--- config.mk ---
export PLATFORM = sky130hd
export DESIGN_NAME = imem_byte_streamer
export DESIGN_NICKNAME = d
export VERILOG_FILES = /design/src/rtl/imem_byte_streamer.sv
export SDC_FILE = /design/constraint.sdc
export NUM_CORES = 1
export LEC_CHECK = 0
export CORE_ASPECT_RATIO = 2
export CORE_MARGIN = 2
export CORE_UTILIZATION = 53
export DETAILED_ROUTE_END_ITERATION = 8
export GPL_ROUTABILITY_DRIVEN = 0
export PLACE_DENSITY_LB_ADDON = 0.05
export SETUP_SLACK_MARGIN = 0.3
export SLEW_MARGIN = 10
export SYNTH_ARGS = -nofsm -noshare
export SYNTH_HDL_FRONTEND = slang
export SYNTH_SLANG_ARGS = --single-unit
--- constraint.sdc ---
create_clock -name clk -period 4.43 [get_ports clk]
set_input_delay 0.886 -clock clk [delete_from_list [all_inputs] [get_ports clk]]
set_output_delay 0.886 -clock clk [all_outputs]
set_load 0.02 [all_outputs]
--- src/rtl/imem_byte_streamer.sv ---
// Instruction-memory responder: fetches the bytes of one instruction from a
// byte-wide synchronous memory, one read at a time, and returns the packed
// 80-bit instruct word together with its length, valP and error flags.
module imem_byte_streamer #(
    parameter int MEM_BYTES = 1034,
    parameter int AW        = 64
) (
    input  logic          clk,
    input  logic          rst_n,
    input  logic          req_valid,
    output logic          req_ready,
    input  logic [AW-1:0] req_pc,
    output logic          mem_rd_en,
    output logic [AW-1:0] mem_addr,
    input  logic [7:0]    mem_rdata,
    output logic          rsp_valid,
    input  logic          rsp_ready,
    output logic [79:0]   instruct,
    output logic [3:0]    rsp_len,
    output logic [AW-1:0] valP,
    output logic          mem_err,
    output logic          instr_err
);

    typedef enum logic [1:0] {
        IDLE,
        ISSUE,
        CAPTURE,
        RESP
    } state_t;

    // One extra bit so that an address computation that wraps AW is still
    // seen as out of range.
    localparam logic [AW:0] MEM_LIMIT = (AW+1)'(MEM_BYTES);

    state_t        state;
    state_t        state_next;
    logic [AW-1:0] pc;
    logic [3:0]    len;
    logic [AW:0]   fetch_addr;
    logic          fetch_oob;
    logic [3:0]    dec_len;
    logic          dec_bad;
    logic [3:0]    cur_len;

    // rsp_len doubles as the index of the next byte to fetch.
    assign fetch_addr = {1'b0, pc} + {{(AW-3){1'b0}}, rsp_len};
    assign fetch_oob  = (fetch_addr >= MEM_LIMIT);

    // Length decode from the icode nibble of byte 0 as it arrives.
    always_comb begin
        dec_len = 4'd1;
        dec_bad = 1'b0;
        case (mem_rdata[7:4])
            4'h0, 4'h1, 4'h9:       dec_len = 4'd1;
            4'h2, 4'h6, 4'hA, 4'hB: dec_len = 4'd2;
            4'h7, 4'h8:             dec_len = 4'd9;
            4'h3, 4'h4, 4'h5:       dec_len = 4'd10;
            default: begin
                dec_len = 4'd1;
                dec_bad = 1'b1;
            end
        endcase
    end

    // While byte 0 is being captured the stored length is not known yet.
    assign cur_len = (rsp_len == 4'd0) ? dec_len : len;

    // Next-state and handshake/memory strobes; strobes derive from state so
    // reset drops them in the same instant.
    always_comb begin
        state_next = state;
        req_ready  = 1'b0;
        mem_rd_en  = 1'b0;
        mem_addr   = '0;
        rsp_valid  = 1'b0;
        case (state)
            IDLE: begin
                req_ready = 1'b1;
                if (req_valid) begin
                    state_next = ISSUE;
                end
            end
            ISSUE: begin
                if (fetch_oob) begin
                    state_next = RESP;
                end else begin
                    mem_rd_en  = 1'b1;
                    mem_addr   = fetch_addr[AW-1:0];
                    state_next = CAPTURE;
                end
            end
            CAPTURE: begin
                if (rsp_len + 4'd1 == cur_len) begin
                    state_next = RESP;
                end else begin
                    state_next = ISSUE;
                end
            end
            RESP: begin
                rsp_valid = 1'b1;
                if (rsp_ready) begin
                    state_next = IDLE;
                end
            end
            default: state_next = IDLE;
        endcase
    end

    // State register.
    always_ff @(posedge clk or negedge rst_n) begin
        if (!rst_n) begin
            state <= IDLE;
        end else begin
            state <= state_next;
        end
    end

    // Request latch, byte capture and response fields.
    always_ff @(posedge clk or negedge rst_n) begin
        if (!rst_n) begin
            pc        <= '0;
            len       <= 4'd0;
            instruct  <= '0;
            rsp_len   <= 4'd0;
            valP      <= '0;
            mem_err   <= 1'b0;
            instr_err <= 1'b0;
        end else begin
            case (state)
                IDLE: begin
                    if (req_valid) begin
                        pc        <= req_pc;
                        len       <= 4'd0;
                        instruct  <= '0;
                        rsp_len   <= 4'd0;
                        valP      <= '0;
                        mem_err   <= 1'b0;
                        instr_err <= 1'b0;
                    end
                end
                ISSUE: begin
                    if (fetch_oob) begin
                        mem_err <= 1'b1;
                        if (rsp_len == 4'd0) begin
                            valP <= pc + {{(AW-1){1'b0}}, 1'b1};
                        end
                    end
                end
                CAPTURE: begin
                    for (int i = 0; i < 10; i++) begin
                        if (rsp_len == 4'(i)) begin
                            instruct[79-8*i -: 8] <= mem_rdata;
                        end
                    end
                    rsp_len <= rsp_len + 4'd1;
                    if (rsp_len == 4'd0) begin
                        len       <= dec_len;
                        valP      <= pc + {{(AW-4){1'b0}}, dec_len};
                        instr_err <= dec_bad;
                    end
                end
                default: begin
                end
            endcase
        end
    end

endmodule

==> summary.md <==
| Metric | Value |
|---|---|
| DRT antenna net count | 0 |
| Final min period | 4710 ps |
| Yosys top cell area share | 38.1% |
| Crit path from | pc[0]$_DFFE_PN0P_ |
| Vias in the first global route | 13900 |
| Worst flop-to-flop path startpoint | pc[0]$_DFFE_PN0P_ |
| Hold Path Class | input port to async pin |
| Max-slew headroom | 34.6% |
| Initial antenna violation count | 3 |
| Crit share post-route | 106% |
| Skew final | 11.5 ps |
| Critical path arrival | 3820 ps |
| Main synth FF type | dfrtp_1 |
| Avg WL per Cell | 23.3 um |
| # rows | 85 |
| Max stage delay on crit path | 400 ps |
| Register bit total from synthesis | 220 |
| Root buf cell | clkbuf_16 |
| Logic pwr share | 62.4% |
| Drt pass-1 iters | 5 |
| Static Leakage | 7.80 nW |
| Port Buffers | 239 |
| CTS tree | done |
| Fill cell count | 2246 |
| CTS buffer count | 21 |
| Synthesized area | 14500 sq um |
| Fin nets | 2016 |
| Slew @ Worst Pin | 981 ps |
| CTS H-tree lvls | 1 |
| Seq/Total Area, Yosys | 38.1% |
| Critical path fanouts, max | 5 |
| Highest Clock Rate | 213 MHz |
| Sink Count | 220 |
| Io pins | 293 |
| Clock Pin Slew Worst Setup and Hold Paths | 70 ps |
| Endpoints failing setup | 12 |
| Initial Utilization | 53.7% |
| Most common cell in the synthesized netlist | nand2_1 |
| Post-synth EDFFs | 0 |
| Clock share of power | 11.7% |
| Leading post-synthesis cells by cell area | dfrtp_1 38%, mux2_2 8.8%, nand2_1 6.4% |
| Critical-path cell list | ha_4, inv_2, fa_2, nand2b_4, a211o_1, buf_6, o31a_1, a211oi_2, nand4_1, nor4_2, and4_4, nand3_4, buf_6, a21oi_2, buf_4 |
| Syn Inst Count | 1605 |
| CP Data Required Time | 3540 ps |
| Yosys cell types | 73 |
| Pint | 7.94 mW |
| GRT Total Usage | 36.7% |
| CP dominant cell by count | buf_6 |
| Yosys Warn Count | 0 |
| Pins Over Slew Limit | 0 |
| Fin. Hold Viols | 0 |
| Final WS setup | -276 ps |
| Largest net degree at the start of global routing | 87 |
| Critical path capture point type | output pin |
| TNS Setup | -2630 ps |
| Layout cells sized above 1 | 21.1% |
| Longest Clk Path Bufs | 3 |
| Synth area leader | dfrtp_1 |
| Util after Layout | 69.7% |
| Slowest cell on the critical path | dfrtp_1 |
| Sequential power share | 25.9% |
| Switching Share | 47.8% |
| Grt total ovfl | 0 |
| Worst vdd ir | 0.546 mV |
| Die area | 28700 sq um |
| Die Ht | 238 um |
| Die W | 121 um |
| Core Area | 26900 sq um |
| Crit Path Class | flop to output pin |
| Finished layout cell area | 18800 sq um |
| DR vias/cell | 6.20 |
| Via count | 14200 |
| HPWL after DPL | 39400 um |
| P_sw | 7.28 mW |
| First-pass GRT wire length | 79800 um |
| Area post-placement | 17900 sq um |
| RSZ-0062 raised after global routing | yes |
| Post-synth ARST share | 100% |
| Drt total wl | 53300 um |
| PwrDens | 811 nW/um^2 |
| Layout area overhead | 29.8% |
| # Max-Cap Violations | 0 |
| Failing checks | negative setup slack |
| Run status | finished with violations |
| Avg Cell Area, Syn | 9.01 sq um |
| Post-route DRC | 0 |
| Drt initial violations | 1050 |
| Post-Place Worst Slack | -302 ps |
| Crit start category | flop |
| Commonest cells post-synth | 245 x nand2_1, 220 x dfrtp_1, 113 x mux2_2 |
| Total power | 15.2 mW |
| Worst-Skew Late Latency | 520 ps |
layer usage:
| metal | up-vias | global-route usage, % | part of all wire, % |
|---|---|---|---|
| met2 | 744 | 63.9 | 51 |
| met5 | - | 0 | 0 |
| met3 | 337 | 7.53 | 6.2 |
| li1 | 6324 | - | - |
| met4 | 0 | 34.8 | 12 |
| met1 | 6782 | 35.0 | 31 |
per-stage QoR:
step           hold slack (ps)  std cells
6_report                   401       2287
5_1_grt                    471       2285
4_1_cts                    453       2282
3_5_place_dp               469       2243
3_3_place_gp               461       2243
2_1_floorplan              453       1657
flip-flops by register name (all words and copies together), names as in the netlist:
register and count:
state 2, valP 64, instruct 80, len 4, rsp_len 4, pc 64
instr_err 1, mem_err 1
power by group through the flow:
stage	combinational, mW	clock [mW]	sequential, mW
after global placement	9.05	0	3.89
after floorplan	5.14	0	4.25
after detailed placement	9.21	0	3.93
final	9.50	1.78	3.95
after global routing	10.1	1.89	4.03
after CTS	9.30	1.81	3.90
critical path: cells and delay by family, from the launching register on:
| kind | cells | cell delay (ps) |
|---|---|---|
| AOI/OAI and AO/OA | 4 | 840 |
| buffers and inverters | 4 | 510 |
| DFF | 1 | 400 |
| and+or+nand+nor | 5 | 1040 |
| adders and majority gates | 2 | 490 |
layout by cell type (no fill, tap or decap), types with 15 or more instances in the layout:
cell,n
a211oi_1,17
a21oi_1,23
a221oi_1,51
and2_1,49
and3_1,66
buf_4,183
clkbuf_16,21
clkdlybuf4s50_1,226
conb_1,53
dfrtp_1,218
inv_1,20
mux2_2,113
nand2_1,244
nand3_1,39
nand4_1,55
nor2_1,59
nor3_1,31
o211ai_1,57
o21ai_0,76
or3_1,15
xnor2_1,54
xor2_1,30
kinds of logic (layout without fill, tap and decap cells):
kind of cell | after synthesis | after routing | synth area share [%]
xor+xnor | 85 | 85 | 5.15
fa+ha+maj | 17 | 17 | 1.57
buf+inv | 205 | 485 | 7.37
other cells | 1 | 55 | 0.0259
simple gates | 653 | 653 | 23.6
flops | 220 | 220 | 38.1
compound gates | 305 | 305 | 15.0
mux | 119 | 119 | 9.22
final cells by class:
cell class / count / area, sq um / share of cell area (%)
Tap cell: 348 / 435 / 2.32
Sequential cell: 220 / 5510 / 29.4
Clock inverter: 11 / 91.3 / 0.487
Timing Repair Buffer: 426 / 3850 / 20.5
Antenna cell: 2 / 5.00 / 0.0267
Inverter: 22 / 85.1 / 0.453
Clock buffer: 26 / 564 / 3.01
Multi-Input combinational cell: 1232 / 8230 / 43.9
repair_timing:
action                                  in CTS  in global routing
pin swaps                                    7                  5
endpoints found under the setup margin      12                 22
gates resized for setup                     92                  8
hold buffers                                 0                  0
setup buffers                                2                  3
path summary, 6_finish.rpt:
path	slack [ps]	cells past startpoint	to
max	-280	15	mem_addr[7]
min in group clk	480	2	instruct[66]$_DFFE_PN0P_
min reg2reg	480	2	instruct[66]$_DFFE_PN0P_
max in group asynchronous	2960	2	pc[55]$_DFFE_PN0P_
max reg2reg	470	14	valP[4]$_DFFE_PN0P_
min	400	1	instruct[70]$_DFFE_PN0P_
Power figures use the tool's default switching activity.
